$ cat config.mk
export PLATFORM = sky130hd
export DESIGN_NAME = rom_port_arbiter
export DESIGN_NICKNAME = d
export VERILOG_FILES = /design/src/rtl/m107_pkg.sv /design/src/rtl/rom_port_arbiter.sv
export SDC_FILE = /design/constraint.sdc
export NUM_CORES = 1
export LEC_CHECK = 0
export CORE_ASPECT_RATIO = 1.75
export CORE_UTILIZATION = 43
export DETAILED_ROUTE_END_ITERATION = 10
export HOLD_SLACK_MARGIN = 0.05
export PLACE_DENSITY = 0.81
export SLEW_MARGIN = 20
export SYNTH_ARGS = -nofsm -noshare
export SYNTH_HDL_FRONTEND = slang
export SYNTH_SLANG_ARGS = --single-unit
$ cat constraint.sdc
create_clock -name clk -period 2.2 [get_ports clk]
set_input_delay 0.66 -clock clk [delete_from_list [all_inputs] [get_ports clk]]
set_output_delay 0.66 -clock clk [all_outputs]
set_load 0.01 [all_outputs]
$ cat src/rtl/m107_pkg.sv
// Shared types and defaults for the ROM port arbiter: FSM state encoding
// and refresh timing defaults.
package m107_pkg;

   typedef enum logic [1:0] {
      IDLE    = 2'd0,
      BUSY    = 2'd1,
      REFRESH = 2'd2
   } arb_state_t;

   localparam logic [9:0] REFRESH_LIMIT_DEFAULT = 10'd512;
   localparam logic [2:0] REFRESH_HOLD_DEFAULT  = 3'd4;
   localparam logic [9:0] REFRESH_CNT_MAX       = 10'h3FF;

endpackage

$ cat src/rtl/rom_port_arbiter.sv
// Two-client toggle-handshake arbiter in front of an SDRAM read port, with
// forced and opportunistic refresh scheduling.
//
// state   | meaning
// --------+-------------------------------------------------------------
// IDLE    | no transfer open; pick forced refresh, a client, or a hinted refresh
// BUSY    | one downstream read outstanding for grant_idx
// REFRESH | refresh strobe issued; port blocked for REFRESH_HOLD cycles
module rom_port_arbiter
   import m107_pkg::*;
#(
   parameter logic [9:0] REFRESH_LIMIT = REFRESH_LIMIT_DEFAULT,
   parameter logic [2:0] REFRESH_HOLD  = REFRESH_HOLD_DEFAULT
) (
   input  logic        clk,
   input  logic        reset,
   input  logic        c0_req,
   output logic        c0_ack,
   input  logic [24:0] c0_addr,
   output logic [63:0] c0_data,
   input  logic        c1_req,
   output logic        c1_ack,
   input  logic [24:0] c1_addr,
   output logic [63:0] c1_data,
   input  logic        refresh_hint,
   output logic        sdr_req,
   input  logic        sdr_ack,
   output logic [24:0] sdr_addr,
   input  logic [63:0] sdr_data,
   output logic        sdr_refresh
);

   arb_state_t state;
   logic [9:0] refresh_cnt;
   logic [2:0] hold_cnt;
   logic       last_grant;
   logic       grant_idx;

   logic c0_pending;
   logic c1_pending;
   logic any_pending;
   logic xfer_done;
   logic force_refresh;
   logic grant_sel;

   assign c0_pending    = (c0_req != c0_ack);
   assign c1_pending    = (c1_req != c1_ack);
   assign any_pending   = c0_pending | c1_pending;
   assign xfer_done     = (sdr_req == sdr_ack);
   assign force_refresh = (refresh_cnt >= REFRESH_LIMIT);

   // Round-robin: on contention the channel that did not win last time goes.
   always_comb begin
      grant_sel = 1'b0;
      if (c0_pending && c1_pending) begin
         grant_sel = ~last_grant;
      end else if (c1_pending) begin
         grant_sel = 1'b1;
      end
   end

   always_ff @(posedge clk) begin
      if (reset) begin
         state       <= IDLE;
         sdr_req     <= 1'b0;
         c0_ack      <= 1'b0;
         c1_ack      <= 1'b0;
         sdr_addr    <= '0;
         c0_data     <= '0;
         c1_data     <= '0;
         sdr_refresh <= 1'b0;
         refresh_cnt <= '0;
         hold_cnt    <= '0;
         last_grant  <= 1'b1;
         grant_idx   <= 1'b0;
      end else begin
         sdr_refresh <= 1'b0;
         if (state != REFRESH && refresh_cnt != REFRESH_CNT_MAX) begin
            refresh_cnt <= refresh_cnt + 10'd1;
         end

         case (state)
            IDLE: begin
               if (force_refresh || (!any_pending && refresh_hint)) begin
                  state       <= REFRESH;
                  sdr_refresh <= 1'b1;
                  refresh_cnt <= '0;
                  hold_cnt    <= REFRESH_HOLD - 3'd1;
               end else if (any_pending) begin
                  state     <= BUSY;
                  grant_idx <= grant_sel;
                  sdr_addr  <= grant_sel ? c1_addr : c0_addr;
                  sdr_req   <= ~sdr_req;
               end
            end

            BUSY: begin
               if (xfer_done) begin
                  if (grant_idx) begin
                     c1_data <= sdr_data;
                     c1_ack  <= ~c1_ack;
                  end else begin
                     c0_data <= sdr_data;
                     c0_ack  <= ~c0_ack;
                  end
                  last_grant <= grant_idx;
                  state      <= IDLE;
               end
            end

            REFRESH: begin
               if (hold_cnt == 3'd0) begin
                  state <= IDLE;
               end else begin
                  hold_cnt <= hold_cnt - 3'd1;
               end
            end

            default: state <= IDLE;
         endcase
      end
   end

endmodule

# Yosys cells after proc, flatten, opt, wreduce, memory -nomap -nowiden
# Cells that the tools add are included.
# word_totals
reg_bits,174
in_bits,120
out_inout_bits,157
wordCells,65
# op_classes
n_addsub,2
n_lt_le_gt_ge,1
eq_ne,12
muxes,15
n_bitwise,8
n_reduce_logical,15
# op_table
cell,n
$mux 10,3
$mux 25,1
$reduce_and 3->1,5
$add 10x1->10 const B,1
$ge 10x10->1 const B,1
$ne 10x10->1 const B,1
$ne 2x2->1 const B,5
$mux 2,4
$not 1->1,7
$mux 3,2
$pmux 2 s3,1
$pmux 3 s2,1
$logic_and 1x1->1,3
$logic_not 3->1,1
$mux 1,3
$ne 3x3->1 const B,1
$sub 3x1->3 const B,1
$eq 2x1->1 const B,1
$eq 2x2->1 const B,1
$logic_not 2->1,1
$ne 1x1->1,2
$reduce_and 2->1,1
$reduce_bool 2->1,1
$reduce_or 2->1,1
other kinds (4),4

# Depth between registers and ports, before layout
# logic_depth
depth_word,7
mapped_depth,7
ltp_nobuf,7

# Least setup slack after synthesis
# Ideal clock, no wire load.
# synth_path
kind,input -> register
startpoint,input port sdr_ack
endpoint,register c0_data[10]
setup_ps,132
t_arrival_ps,1587
required_time_ps,2068
slack_ps,481
path_stages,6
path_buffers,2
cell_sequence,xor2_1 or3_1 buf_2 buf_2 nand2_1 a21oi_1
# synth_between
elab_chain_len,2
# synth_lines
element,line_no,rtl
"start, declared",rom_port_arbiter.sv:27,"input logic sdr_ack,"
$eq 1x1->1,rom_port_arbiter.sv:49,assign xfer_done = (sdr_req == sdr_ack);
$reduce_and 3->1 (no line),-,
"end signal, assigned",rom_port_arbiter.sv:103,c0_data <= sdr_data;
"end, declared",rom_port_arbiter.sv:20,"output logic [63:0] c0_data,"
# Every way passes these cells.
# A chain may end at the register's enable or synchronous reset.

# Final worst setup path
# layout_path
startpoint,register c0_ack
endpoint,output port c0_ack
# layout_rtl
element,line_no,rtl
"start, declared",rom_port_arbiter.sv:18,"output logic c0_ack,"
"start signal, assigned",rom_port_arbiter.sv:104,c0_ack <= ~c0_ack;
# No word-level cell between the ends.

==> results.md <==
- Max Cap Violations: 0
- Worst setup margin: 0.103 ns
- Worst path bufs/invs: 1
- Worst path slowest cell: clkdlybuf4s50_1
- VDD IR max: 624 uV
- Ys Warns: 0
- Finished Layout Cells: 1249
- Placer Congestion: 0.786
- Power Density: 898 nW/um^2
- Initial core utilization: 44.0%
- Arrival time worst endpoint: 1.44 ns
- GRT Overall Usage: 22.9%
- Critical Path Max Stage Delay: 0.59 ns
- Largest area contributor in the synthesized netlist: dfxtp_1
- Crit path time final: 2.10 ns
- Layout area overhead: 55.8%
- Top-area cell type share of the netlist area: 53.3%
- Relative slew margins: 57.4%
- Most frequent cells in the layout: 275 x clkdlybuf4s50_1, 261 x nand2_1, 174 x dfxtp_1, 164 x a21oi_1, 28 x o21ai_0
- Post-synth EDFFs: 0
- FFs w/ async S/R, synth: 0%
- Max clock buf depth: 2
- Comb pwr share: 27.1%
- Via density: 5.02
- Internal power: 6.37 mW
- Area contributors post-synth: dfxtp_1 53%, nand2_1 15%, a21oi_1 13%
- Final hold violations: 0
- WL final: 18400 um
- Synth Net Count: 912
- TNS Setup: 0 ns
- Initial antenna violation count: 0
- Final period util: 95.3%
- First-pass GRT wire length: 28100 um
- Clk_lat worst skew: 0.42 ns
- Clock sink total: 174
- Crit path cell chain: clkdlybuf4s50_1
- Cell Area, Synth: 6530 sq um
- CTS Buf Count: 17
- Hold/Removal Path Class: reg -> reg
- # IOs: 277
- WS Path Type: reg -> out
- WHS: 0.452 ns
- Switching Share: 30.3%
- Final Setup Violations: 0
- Leak Pwr: 3.55 nW
- Sequential element share of the synthesized area: 53.3%
- Die X: 95.2 um
- CTS tree: done
- Grt ovf: 0
- Area of the core: 14800 sq um
- Reg clk slew, reported paths: 0.07 ns
- Highest achievable clock rate: 0.477 GHz
- Die Ht: 165 um
- DP Cell Count: 1217
- Cell variety after synth: 40
- Pre-CTS setup slack: -0.164 ns
- Most common cell after layout, fill and taps aside: clkdlybuf4s50_1
- Outcome: finished clean
- Fin. max-slew vios: 0
- RSZ-0062 raised after global routing: false
- Vias: 6267
- H-tree depth: 4
- Crit path max-delay family: buffers and inverters
- Post-synthesis register bit count: 174
- Avg Synthesized Cell Area: 8.29 sq um
- ANT nets after route: 0
- Worst-path fanout max: 4
- DRC: 0
- Clock share of power: 31.9%
- Element type at the critical path start: flop
- Routed WL per cell: 14.7 um
- Sequential share of power: 41.0%
- Share of cells above drive strength 1: 7.04%
- Critical Path End Type: primary output
- Dominant synthesized flop cell: dfxtp_1
- Layout Nets: 1177
- Largest net degree at the start of global routing: 138
- Die ar.: 15700 sq um
- Post-synthesis cell count: 788
- Drt first pass iters: 4
- Hold buffer count at CTS: 0
- Antenna cells: 0
- # resized after CTS: 0
- Worst path required time: 1.54 ns
- Final core utilization: 68.6%
- Row count: 59
- Slew @ Worst Pin: 0.634 ns
- 1st-iter DRT viols: 189
- Cell at the root of the clock tree: clkbuf_16
- DP HPWL: 13200 um
- Worst Skew: 0.0116 ns
- Port-buffer cells: 276
- Vias in the first global route: 5793
- Post CTS Setup Buffer Count: 0
- Net Sw Power: 2.77 mW
-- final timing paths --
kind	slack, ns	end	startpoint	depth (start not counted)
worst max register to register	0.48	c0_data[38]	state[0]	5
worst min register to register	0.45	c1_data[38]	c1_data[38]	2
worst min-delay path	0.45	c1_data[38]	c1_data[38]	2
worst max-delay path	0.10	c0_ack	c0_ack	1
-- sequential cells by signal, indices dropped and copies added, names as in the netlist, 2 cells and up --
signal / cells
c0_data: 64
sdr_addr: 25
hold_cnt: 3
c1_data: 64
refresh_cnt: 10
state: 2
-- final cells by class --
| cell class | instances | area [sq um] |
|---|---|---|
| clock inverters | 14 | 141 |
| well taps | 183 | 229 |
| fillers | 1195 | 4660 |
| flip-flops and latches | 174 | 3480 |
| repair buffers | 301 | 3070 |
| inverters | 10 | 37.5 |
| multi-input cells | 549 | 2770 |
| clock buffers | 18 | 439 |
-- power groups by stage --
stage          Combinational [mW]  Sequential [mW]  Clock [mW]
6_report                     2.48             3.74        2.92
5_1_grt                      2.69             3.79        3.12
2_1_floorplan                1.03             3.93           0
3_3_place_gp                 2.45             3.80           0
4_1_cts                      2.50             3.75        2.99
3_5_place_dp                 2.49             3.81           0
-- metrics by stage --
| stage | total power, mW | cell area (sq um) |
|---|---|---|
| 2_1_floorplan | 4.96 | 6530 |
| 5_1_grt | 9.60 | 10200 |
| 4_1_cts | 9.24 | 10200 |
| 6_report | 9.14 | 10200 |
| 3_3_place_gp | 6.24 | 9600 |
| 3_5_place_dp | 6.30 | 9600 |
-- cells by family (layout without fill, tap and decap cells) --
family          count (synthesis)  count (layout)  share of synthesized area, %
mux                            27              27                          4.16
compound gates                206             206                          16.9
simple gates                  303             303                          18.9
flops                         174             174                          53.3
fa+ha+maj                       4               4                         0.766
buf+inv                        65             343                          4.60
xor+xnor                        9               9                          1.44
-- Yosys cell counts, types with 5 or more instances --
| cell type | instances |
|---|---|
| buf_2 | 27 |
| xnor2_1 | 5 |
| o31ai_1 | 6 |
| nand2_1 | 261 |
| a21oi_1 | 165 |
| nor2_1 | 13 |
| inv_1 | 9 |
| dfxtp_1 | 174 |
| mux2i_1 | 26 |
| o21ai_0 | 28 |
| clkbuf_1 | 20 |
| nand3_1 | 5 |
-- worst min-delay path, cell delays in order, from the launching register on --
cell	delay, ns
dfxtp_1	0.31
nand2_1	0.05
a21oi_1	0.05
-- layer usage --
metal  routed length [um]  part of all wire (%)  up-vias  global-route usage, %
li1                     -                     -     3150                      -
met1                 6840                    37     2858                   24.8
met2                 9800                    53      221                   41.8
met3                 1090                   5.9       38                   4.26
met4                  628                   3.4        0                   10.9
met5                    0                     0        -                      0
Power figures use the tool's default switching activity.
